**src/rtl/dbg_pkg.sv**
```systemverilog
// Shared state encoding and dcsr.cause values for the debug-mode pipeline controller.
package dbg_pkg;

   typedef enum logic [2:0] {
      ST_RUN    = 3'd0,
      ST_DRAIN  = 3'd1,
      ST_HALTED = 3'd2,
      ST_RESUME = 3'd3,
      ST_STEP_F = 3'd4,
      ST_STEP_X = 3'd5
   } dbg_state_e;

   localparam logic [2:0] CAUSE_NONE    = 3'd0;
   localparam logic [2:0] CAUSE_EBREAK  = 3'd1;
   localparam logic [2:0] CAUSE_HALTREQ = 3'd3;
   localparam logic [2:0] CAUSE_STEP    = 3'd4;

endpackage

```
**src/rtl/dbg_pipe_ctrl.sv**
```systemverilog
// Debug-mode pipeline controller: merges hazard stall / branch flush with debugger
// halt, resume, single-step and ebreak, and owns DPC and DCSR.cause.
module dbg_pipe_ctrl
   import dbg_pkg::*;
#(
   parameter int unsigned XLEN          = 32,
   parameter bit          HALT_ON_RESET = 1'b0
) (
   input  logic            clk,
   input  logic            rst,
   input  logic            haltreq,
   input  logic            resumereq,
   input  logic            step,
   input  logic            ebreak_ex,
   input  logic            ex_valid,
   input  logic            hz_stall,
   input  logic            br_taken,
   input  logic [XLEN-1:0] pc_ex,
   input  logic [XLEN-1:0] npc_mw,
   input  logic            dpc_we,
   input  logic [XLEN-1:0] dpc_wdata,
   output logic            stall_if,
   output logic            flush_ex,
   output logic            redirect,
   output logic [XLEN-1:0] redirect_pc,
   output logic            halted,
   output logic            resumeack,
   output logic [2:0]      cause,
   output logic [XLEN-1:0] dpc
);

   dbg_state_e      state_q, state_d;
   logic [XLEN-1:0] dpc_q, dpc_d;
   logic [2:0]      cause_q, cause_d;
   logic            step_q, step_d;
   // Set when a single-stepped instruction reached MW; DRAIN then latches its npc_mw.
   logic            cap_q, cap_d;

   logic ebreak_hit;
   assign ebreak_hit = ebreak_ex & ex_valid;

   // NOTE: sequential state uses non-blocking assignments so every register samples
   // the pre-edge values computed by the combinational block.
   always_ff @(posedge clk) begin
      if (rst) begin
         state_q <= HALT_ON_RESET ? ST_HALTED : ST_RUN;
         dpc_q   <= '0;
         cause_q <= HALT_ON_RESET ? CAUSE_HALTREQ : CAUSE_NONE;
         step_q  <= 1'b0;
         cap_q   <= 1'b0;
      end else begin
         state_q <= state_d;
         dpc_q   <= dpc_d;
         cause_q <= cause_d;
         step_q  <= step_d;
         cap_q   <= cap_d;
      end
   end

   always_comb begin
      // NOTE: every output and next-state variable gets a default first, so no path
      // through the case statement can infer a latch.
      state_d   = state_q;
      dpc_d     = dpc_q;
      cause_d   = cause_q;
      step_d    = step_q;
      cap_d     = 1'b0;
      stall_if  = 1'b0;
      flush_ex  = 1'b0;
      redirect  = 1'b0;
      resumeack = 1'b0;

      unique case (state_q)
         ST_RUN: begin
            stall_if = hz_stall;
            flush_ex = br_taken | hz_stall;
            if (ebreak_hit) begin
               stall_if = 1'b1;
               flush_ex = 1'b1;
               dpc_d    = pc_ex;
               cause_d  = CAUSE_EBREAK;
               state_d  = ST_DRAIN;
            end else if (haltreq) begin
               // MW retires; a taken branch there means EX is on the wrong path.
               stall_if = 1'b1;
               flush_ex = 1'b1;
               dpc_d    = br_taken ? npc_mw : pc_ex;
               cause_d  = CAUSE_HALTREQ;
               state_d  = ST_DRAIN;
            end
         end

         ST_DRAIN: begin
            stall_if = 1'b1;
            flush_ex = 1'b1;
            if (cap_q) dpc_d = npc_mw;
            state_d = ST_HALTED;
         end

         ST_HALTED: begin
            stall_if = 1'b1;
            flush_ex = 1'b1;
            if (dpc_we) dpc_d = dpc_wdata;
            if (resumereq) begin
               step_d  = step;
               state_d = ST_RESUME;
            end
         end

         ST_RESUME: begin
            redirect  = 1'b1;
            resumeack = 1'b1;
            flush_ex  = 1'b1;
            state_d   = step_q ? ST_STEP_F : ST_RUN;
         end

         ST_STEP_F: begin
            state_d = ST_STEP_X;
         end

         ST_STEP_X: begin
            stall_if = 1'b1;
            flush_ex = hz_stall;
            if (ebreak_hit) begin
               flush_ex = 1'b1;
               dpc_d    = pc_ex;
               cause_d  = CAUSE_EBREAK;
               state_d  = ST_DRAIN;
            end else if (ex_valid && !hz_stall) begin
               cause_d = haltreq ? CAUSE_HALTREQ : CAUSE_STEP;
               cap_d   = 1'b1;
               state_d = ST_DRAIN;
            end
         end

         default: state_d = ST_RUN;
      endcase
   end

   assign halted      = (state_q == ST_HALTED);
   assign dpc         = dpc_q;
   assign redirect_pc = dpc_q;
   assign cause       = cause_q;

endmodule

```
**config.mk**
```make
export PLATFORM = sky130hd
export DESIGN_NAME = dbg_pipe_ctrl
export DESIGN_NICKNAME = d
export VERILOG_FILES = /design/src/rtl/dbg_pkg.sv /design/src/rtl/dbg_pipe_ctrl.sv
export SDC_FILE = /design/constraint.sdc
export NUM_CORES = 1
export LEC_CHECK = 0
export ABC_AREA = 1
export CORE_MARGIN = 2
export CORE_UTILIZATION = 41
export DETAILED_ROUTE_END_ITERATION = 8
export PLACE_DENSITY = 0.86
export SLEW_MARGIN = 30
export SYNTH_ARGS = -nofsm -noshare
export SYNTH_HDL_FRONTEND = slang
export SYNTH_SLANG_ARGS = --single-unit
export TNS_END_PERCENT = 10
```
**constraint.sdc**
```tcl
create_clock -name clk -period 1.8 [get_ports clk]
set_clock_uncertainty 0.15 [all_clocks]
set_input_delay 0.27 -clock clk [delete_from_list [all_inputs] [get_ports clk]]
set_output_delay 0.27 -clock clk [all_outputs]
set_load 0.02 [all_outputs]
```
==> flow_metrics.tcl <==
set metrics [dict create \
    vias 4535 \
    synth_cell_type_count 22 \
    fp.coreArea_um2 8180 \
    die-width_um 95.6 \
    crit_chain "inv_2, buf_4, nand3_4, nor2_1, nor2_2, nand3_4, clkbuf_16, nor2_1, nor2_1" \
    yosysSeqAreaShare 0.233 \
    synth-edff-count 0 \
    fin_hold_ws_ps 242 \
    cellInternalPower_mw 2.81 \
    vdd.ir_drop.worst_mv 0.519 \
    min_path_type "in -> reg" \
    synth_seq_cells 40 \
    gp_congestion 0.909 \
    final_max_slew_viol_count 0 \
    cp_slowest_cell "dfxtp_4" \
    synth_area_leaders "dfxtp_1 (23%), nand2_1 (19%), nor2_1 (15%), inv_1 (12%), nand3_1 (10%)" \
    grt_max_degree 39 \
    synthesis.area_um2 3440 \
    seqCellArea_um2 812 \
    root_buffer "clkbuf_8" \
    io_buffers 177 \
    async_reset_ff_frac 0 \
    clockPowerShare 0.153 \
    ios 178 \
    drt-total-wl_um 12300 \
    yosysWarnings 0 \
    hold_viol_final 0 \
    tightestPinTransition_ps 298 \
    drtIter0Drc 202 \
    power_density_nw_per_um2 836 \
    wl_per_cell_um 13.3 \
    crit_type "reg -> reg" \
    grt_overflow_total 0 \
    drc 0 \
    antenna_found_initial 0 \
    nets 925 \
    first_pass_iters 5 \
    crit_path_start_kind "flop" \
    power.leakage_nw 2.88 \
    ys.flop_type "dfxtp_1" \
    fin_crit_sh 0.989 \
    antenna_left 0 \
    critical_path_required_ps 1840 \
    layout-drive-gt1-share 0.112 \
    synthCells 654 \
    synth.most_common_cell "nand2_1" \
    chipHeight_um 95.6 \
    critPathMaxStageDelay_ps 380 \
    swShare 0.408 \
    yosysTopAreaCell "dfxtp_1" \
    synth_nets 760 \
    grt.total_usage 0.246 \
    path_max_fanout 13 \
    dieArea_um2 9150 \
    cpMostUsedCell "nor2_1" \
    finalSetupViolCount 0 \
    fillers 707 \
    multiInputGateArea_um2 1930 \
    power_switching_mw 1.93 \
    rows 33 \
    insertedDiodeCount 0 \
    clkSinkCount 40 \
    end_kind "flop" \
    avgSynthCellArea_um2 5.26 \
    synth_commonest_cells "nand2_1 (177), nor2_1 (136), inv_1 (107)" \
    seqPwrFrac 0.255 \
    cts_buffers 5 \
    status "completed" \
    pwr-share-comb 0.592 \
    hpwl_um 8650 \
    slew_headroom 0.799 \
    cts_max_path_buffers 2 \
    max_cap_viol_count 0 \
    first_global_vias 4178 \
    area_growth_pct 64.8 \
    rsz0062_at_grt "true" \
    via_per_inst 4.90 \
    clkTransAtPathRegs_ps 90 \
    clk_latency_ps 290 \
    synth_top_area_share 0.233 \
    fin_crit_ps 1780 \
    critPathArrivalTime_ps 1820 \
    htreeDepth 2 \
    start_util 0.421 \
    utilization 0.694 \
    max_freq_mhz 562 \
    grt_pass1_wl_um 18000 \
    cts_tree "done" \
]
==> state kept, by name, summed over array words and instances, names as in the netlist <==
signal / flops
cap_q: 1
cause: 3
dpc: 32
state_q: 3
step_q: 1
==> per-stage QoR <==
| step | worst slack, ps | instance area [um2] | std cells | total power [mW] | TNS (ps) |
|---|---|---|---|---|---|
| 2_1_floorplan | 38.4 | 3440 | 654 | 2.75 | 0 |
| 3_3_place_gp | -481 | 5270 | 905 | 3.69 | -5460 |
| 3_5_place_dp | -557 | 5270 | 905 | 3.76 | -7400 |
| 4_1_cts | -35.7 | 5420 | 916 | 4.51 | -70.3 |
| 5_1_grt | -35.6 | 5680 | 925 | 5.06 | -327 |
| 6_report | 20.1 | 5680 | 925 | 4.75 | 0 |
==> cell families (layout without fill, tap and decap cells) <==
family | after synthesis | count (layout) | synth area share
buffers and inverters | 176 | 342 | 0.234
AO/OA/AOI/OAI | 45 | 45 | 0.0661
AND/OR/NAND/NOR | 393 | 393 | 0.467
flip-flops | 40 | 40 | 0.233
==> metal layers <==
metal,track usage,vias to the layer above,part of all wire
met4,0.0702,0,0.021
li1,-,2249,-
met5,0,-,0
met1,0.284,2015,0.40
met2,0.462,241,0.51
met3,0.0435,30,0.075
==> power groups by stage <==
stage                     clock network, mW  logic [mW]  registers, mW
after global placement                    0        2.48           1.21
after detailed placement                  0        2.53           1.23
after global routing                  0.782        3.05           1.23
final                                 0.727        2.81           1.21
after floorplan                           0        1.36           1.39
after CTS                             0.747        2.55           1.21
==> what timing repair did <==
| item | CTS | global route |
|---|---|---|
| buffers inserted | 3 | 3 |
| pin swaps | 0 | 8 |
| endpoints found under the hold margin | 0 | 0 |
| setup endpoints to repair | 37 | 41 |
| gates cloned | 0 | 6 |
| gates resized for setup | 30 | 36 |
| hold buffers | 0 | 0 |
==> cell type report <==
class,instances,share of cell area
clock buffers,6,0.0128
clock inverters,2,0.00617
inverters,112,0.0758
multi-input cells,438,0.341
flip-flops and latches,40,0.143
well taps,105,0.0231
repair buffers,222,0.398
==> critical path, delay by kind of cell, from the launching register on <==
| kind | cells | cell delay, ps |
|---|---|---|
| and+or+nand+nor | 6 | 690 |
| DFF | 1 | 380 |
| buffers and inverters | 3 | 440 |
==> cells in the final DEF (no fill, tap or decap), types with 6 or more instances in the layout <==
cell type        Yosys  layout
buf_4               34      32
buf_6                0       6
clkdlybuf4s50_1      0     168
dfxtp_1             40      37
inv_1              107     106
nand2_1            177     173
nand3_1             69      68
nor2_1             136     124
nor2_2               3      11
o21ai_0             38      37
==> final timing paths <==
path / from / to / slack (ps) / depth (start not counted)
min reg2reg: step_q$_SDFFE_PP0P_ / step_q$_SDFFE_PP0P_ / 320 / 2
max: state_q[2]$_SDFFE_PP0P_ / dpc[6]$_SDFFE_PP0P_ / 20 / 9
min: ebreak_ex / state_q[2]$_SDFFE_PP0P_ / 240 / 4
max reg2reg: state_q[2]$_SDFFE_PP0P_ / dpc[6]$_SDFFE_PP0P_ / 20 / 9
Power figures use the tool's default switching activity.
